### config.mk
export PLATFORM = sky130hd
export DESIGN_NAME = l1mtx_input_stage
export DESIGN_NICKNAME = d
export VERILOG_FILES = /design/src/rtl/l1mtx_input_stage.sv
export SDC_FILE = /design/constraint.sdc
export NUM_CORES = 1
export LEC_CHECK = 0
export ABC_AREA = 1
export CAP_MARGIN = 20
export CORE_MARGIN = 2
export CORE_UTILIZATION = 43
export DETAILED_ROUTE_END_ITERATION = 8
export PLACE_DENSITY = 0.87
export SYNTH_ARGS = -nofsm -noshare
export SYNTH_HDL_FRONTEND = slang
export SYNTH_SLANG_ARGS = --single-unit
### constraint.sdc
create_clock -name HCLK -period 4.5 [get_ports HCLK]
set_clock_uncertainty 0.2 [all_clocks]
set_input_delay 1.125 -clock HCLK [delete_from_list [all_inputs] [get_ports HCLK]]
set_output_delay 1.125 -clock HCLK [all_outputs]
set_load 0.1 [all_outputs]
### src/rtl/l1mtx_input_stage.sv
// l1mtx_input_stage
// Slave-side input stage of the L1 AHB bus matrix, sitting in front of the
// S1 address decoder. An address phase is forwarded live when the decoder
// reports the chosen output stage is serving this port (active_dec).
// Otherwise it is parked in a holding register, the master is stalled, and
// the parked transfer is replayed until the decoder grants it. The data-phase
// HREADYOUT/HRESP selected by the decoder is returned to the master.
module l1mtx_input_stage #(
  parameter int UW = 32
) (
  // Clock and reset
  input  logic          HCLK,
  input  logic          HRESET,

  // Master-side address phase
  input  logic          HSELS,
  input  logic [31:0]   HADDRS,
  input  logic [1:0]    HTRANSS,
  input  logic          HWRITES,
  input  logic [2:0]    HSIZES,
  input  logic [2:0]    HBURSTS,
  input  logic [3:0]    HPROTS,
  input  logic [UW-1:0] HAUSERS,
  input  logic          HREADYS,

  // Decoder feedback
  input  logic          active_dec,
  input  logic          readyout_dec,
  input  logic [1:0]    resp_dec,

  // Towards the decoder / default slave
  output logic          sel_dec,
  output logic [21:0]   decode_addr_dec,
  output logic [1:0]    trans_dec,

  // Towards the output stages
  output logic [31:0]   addr_in,
  output logic          write_in,
  output logic [2:0]    size_in,
  output logic [2:0]    burst_in,
  output logic [3:0]    prot_in,
  output logic [UW-1:0] auser_in,
  output logic          held_tran,

  // Data-phase response to the master
  output logic          HREADYOUTS,
  output logic [1:0]    HRESPS
);

  localparam logic [1:0] RESP_OKAY = 2'b00;

  // LIVE forwards master inputs; HELD replays the holding register.
  typedef enum logic {
    ST_LIVE = 1'b0,
    ST_HELD = 1'b1
  } pend_state_t;

  pend_state_t   pend_reg;
  pend_state_t   pend_next;
  logic          dphase_reg;
  logic          dphase_next;
  logic          load_en;

  // Holding register: only written on a load, so it needs no reset.
  logic [31:0]   addr_hold_reg;
  logic [1:0]    trans_hold_reg;
  logic          write_hold_reg;
  logic [2:0]    size_hold_reg;
  logic [2:0]    burst_hold_reg;
  logic [3:0]    prot_hold_reg;
  logic [UW-1:0] auser_hold_reg;

  // Only NONSEQ/SEQ to this port are real transfers; IDLE/BUSY never park.
  logic valid_tran;
  assign valid_tran = HSELS & HTRANSS[1];

  // State register: reset discards any parked transfer immediately.
  always_ff @(posedge HCLK or posedge HRESET) begin
    if (HRESET) begin
      pend_reg   <= ST_LIVE;
      dphase_reg <= 1'b0;
    end else begin
      pend_reg   <= pend_next;
      dphase_reg <= dphase_next;
    end
  end

  // Next-state decision: park, pass through, release, or hold.
  always_comb begin
    pend_next   = pend_reg;
    dphase_next = dphase_reg;
    load_en     = 1'b0;
    case (pend_reg)
      ST_LIVE: begin
        // Decisions are only made when the previous data phase completes,
        // so a load can never overlap an unfinished data phase.
        if (HREADYS) begin
          if (valid_tran) begin
            if (active_dec) begin
              dphase_next = 1'b1;
            end else begin
              pend_next   = ST_HELD;
              dphase_next = 1'b0;
              load_en     = 1'b1;
            end
          end else begin
            dphase_next = 1'b0;
          end
        end
      end
      ST_HELD: begin
        // The output stage only grants when its own bus is ready, so the
        // replayed address phase completes on this edge.
        if (active_dec) begin
          pend_next   = ST_LIVE;
          dphase_next = 1'b1;
        end
      end
      default: begin
        pend_next   = ST_LIVE;
        dphase_next = 1'b0;
      end
    endcase
  end

  // Capture the full address phase when it has to be parked.
  always_ff @(posedge HCLK) begin
    if (load_en) begin
      addr_hold_reg  <= HADDRS;
      trans_hold_reg <= HTRANSS;
      write_hold_reg <= HWRITES;
      size_hold_reg  <= HSIZES;
      burst_hold_reg <= HBURSTS;
      prot_hold_reg  <= HPROTS;
      auser_hold_reg <= HAUSERS;
    end
  end

  // Address-phase output mux: live master inputs or the parked copy.
  always_comb begin
    sel_dec   = HSELS;
    trans_dec = HTRANSS;
    addr_in   = HADDRS;
    write_in  = HWRITES;
    size_in   = HSIZES;
    burst_in  = HBURSTS;
    prot_in   = HPROTS;
    auser_in  = HAUSERS;
    held_tran = 1'b0;
    if (pend_reg == ST_HELD) begin
      // A parked transfer is always a selected NONSEQ/SEQ.
      sel_dec   = 1'b1;
      trans_dec = trans_hold_reg;
      addr_in   = addr_hold_reg;
      write_in  = write_hold_reg;
      size_in   = size_hold_reg;
      burst_in  = burst_hold_reg;
      prot_in   = prot_hold_reg;
      auser_in  = auser_hold_reg;
      held_tran = 1'b1;
    end
  end

  // The decoder only needs the region bits of the address.
  assign decode_addr_dec = addr_in[31:10];

  // Data-phase response: stall while parked, route the decoder while a
  // data phase is outstanding, otherwise answer zero-wait OKAY.
  always_comb begin
    HREADYOUTS = 1'b1;
    HRESPS     = RESP_OKAY;
    if (pend_reg == ST_HELD) begin
      HREADYOUTS = 1'b0;
      HRESPS     = RESP_OKAY;
    end else if (dphase_reg) begin
      HREADYOUTS = readyout_dec;
      HRESPS     = resp_dec;
    end
  end

endmodule

==> metrics <==
total vias in the final route=3038; final global-route overflow total=0; final number of hold-violating endpoints=0; Post-Synthesis Net Count=457; Rows=33; gate count after technology mapping=372; Peak Freq=290.3 MHz; leakage power=2.393 nW; final-report max-slew violation count=0; number of design rule violations left after detail routing=0; classification of the worst setup path=input pin to primary output; Diodes inserted=0; sequential fraction of the synthesis area=66.15%; fill cell total of the finished layout=668; global-route wire length before repair=13.20 mm; routed length per instance=13.59 um; count of boundary I/O pins=189; highest-utilization routing layer at the global route stage=met2; class of the worst hold path=flop to flop; via/cell ratio=4.703; number of nets at the end of the flow=621; clock buffer depth=2; arrival time at the worst endpoint=about 2.1 ns; setup repair after global routing missed its margin=false; overall die width=95.13 um; synthesis-stage register bit count=79; worst slew margin relative to its limit=45.95%; clk sinks=79; clock tree from TritonCTS=built; CTS H-Tree Depth=3; mean post-synth cell area=roughly 9.6 um^2; Hold WS=0.4426 ns; quantity of I/O buffers inserted on ports=about 190; final critical-path required period=3.444 ns; capturing element type of the critical path=primary output; number of antenna violations at the first check in global routing=0; Yosys top cell by area=sky130_fd_sc_hd__edfxtp_1; clk slew on worst S/H paths=0.09 ns; number of cells upsized or downsized after cts=0; portion of synthesized cell area occupied by the leading cell type=64.75%; total length of routed wires=8.777 mm; count of cell types in the netlist=12; number of detailed-route iterations in the first pass=5; die height=95.13 um; number of global-route vias before repair=about 2900; dpl hpwl=6.201 mm; slew at the pin with the worst max-slew slack=0.8108 ns; placeable core area=0.008134 mm^2; leading cell types by total area after synthesis=sky130_fd_sc_hd__edfxtp_1, sky130_fd_sc_hd__nand2_1, sky130_fd_sc_hd__buf_4; buffers inserted by post-CTS timing repair=0; CTS Hold Bufs=0; Syn Std Cell Area=0.003571 mm^2; outcome=finished clean; fraction of layout instances using a drive strength above 1=23.29%; P per Cell Area=428.9 mW/mm^2; Fin Setup TNS=0 ns; largest voltage drop on the vdd net=0.0002221 V; die area=0.009050 mm^2; fraction of the cycle the final worst path needs=76.54%; Clk Latency, worst-skew pair=0.33 ns; Iter 0 DRT Violations=135; Synthesis Warnings=0; Maximum Capacitance Violations=0; met3 routing resource usage after global routing=under 10%; effective utilization at floorplan=43.90%; final setup violating endpoints=0; met2 capacity usage during global routing=32.81%; count of antenna-violating nets left after detailed routing=0; Total Routing Usage GR=18.82%; GRT met1 Usage=22.10%; worst endpoint required time=roughly 3.2 ns; Final Wtd Congestion=0.7820; startpoint type of the worst setup path=input pin; pin count of the biggest net entering global routing=84; cell at the root of the clock tree=sky130_fd_sc_hd__clkbuf_8; Inserted Clock Buffers=9; Synth-to-Final Area Change=48.67%; largest fanout on the critical path=4
[cells in the mapped netlist]
cell                       instances
sky130_fd_sc_hd__or2_2             1
sky130_fd_sc_hd__clkbuf_1          6
sky130_fd_sc_hd__inv_1             4
sky130_fd_sc_hd__buf_4            24
sky130_fd_sc_hd__or2_0             1
sky130_fd_sc_hd__buf_2             9
sky130_fd_sc_hd__dfrtp_1           2
sky130_fd_sc_hd__nor2_1            5
sky130_fd_sc_hd__nand2_1         241
sky130_fd_sc_hd__nand4_1           1
sky130_fd_sc_hd__inv_2             1
sky130_fd_sc_hd__edfxtp_1         77
[per-stage QoR]
step / cell area (um^2) / setup WS [ns] / power (mW) / cells / utilization, %
5_1_grt: 5309 / 0.9569 / 2.349 / 646 / 65.27
3_3_place_gp: 5120 / 1.056 / 1.780 / 630 / 62.94
3_5_place_dp: 5120 / 1.054 / 1.787 / 630 / 62.94
6_report: 5309 / 1.056 / 2.277 / 646 / 65.27
2_1_floorplan: 3571 / 0.6097 / 1.577 / 372 / -
4_1_cts: 5309 / 1.048 / 2.292 / 646 / 65.27
[final cells by class]
type,count,area (um^2),area share (%)
Inverter,5,18.77,0.3535
Sequential cell,79,2364,44.52
Clock buffer,10,127.6,2.404
Multi-Input combinational cell,249,942.2,17.75
Timing Repair Buffer,192,1664,31.35
Clock inverter,6,61.31,1.155
Tap cell,105,131.4,2.475
[routing by layer]
metal  vias to the layer above  wire length (um)
li1                       1495                 -
met3                        13               719
met2                       131              4439
met5                         -                 0
met1                      1399              3479
met4                         0               139
[kinds of logic after synthesis]
logic type             count (synthesis)  synth area share, %
buffers and inverters                 44                7.463
DFF                                   79                66.15
and+or+nand+nor                      249                26.38
[worst paths after layout]
path	startpoint	to	slack, ns	depth (start not counted)
worst min-delay path	dphase_reg	dphase_reg	0.44	4
worst max register to register	pend_reg	auser_hold_reg[15]	1.89	6
min in group asynchronous	HRESET	dphase_reg	0.73	2
max in group asynchronous	HRESET	pend_reg	3.22	2
worst max-delay path	HTRANSS[1]	trans_dec[1]	1.06	4
worst min register to register	dphase_reg	dphase_reg	0.44	4
[critical path: stages]
cell	delay, ns
sky130_fd_sc_hd__clkdlybuf4s50_1	0.53
sky130_fd_sc_hd__nand2_1	0.07
sky130_fd_sc_hd__nand2_1	0.10
sky130_fd_sc_hd__buf_4	0.29
[power breakdown]
part           switching, mW  internal [mW]  leakage [nW]  total (mW)
clock                  0.254          0.254        0.0859       0.508
sequential           0.00425          0.823         0.724       0.827
combinational          0.745          0.197          1.58       0.942
total                   1.00           1.27          2.39        2.28
[cell usage in the layout, fill, tap and decap left out, drive strengths merged]
cell and instances:
buf 108, bufinv 1, clkbuf 10, clkdlybuf4s50 84
clkinv 2, clkinvlp 3, dfrtp 2, edfxtp 77
inv 5, nand2 241, nand4 1, nor2 5
or2 2
Power figures use the tool's default switching activity.
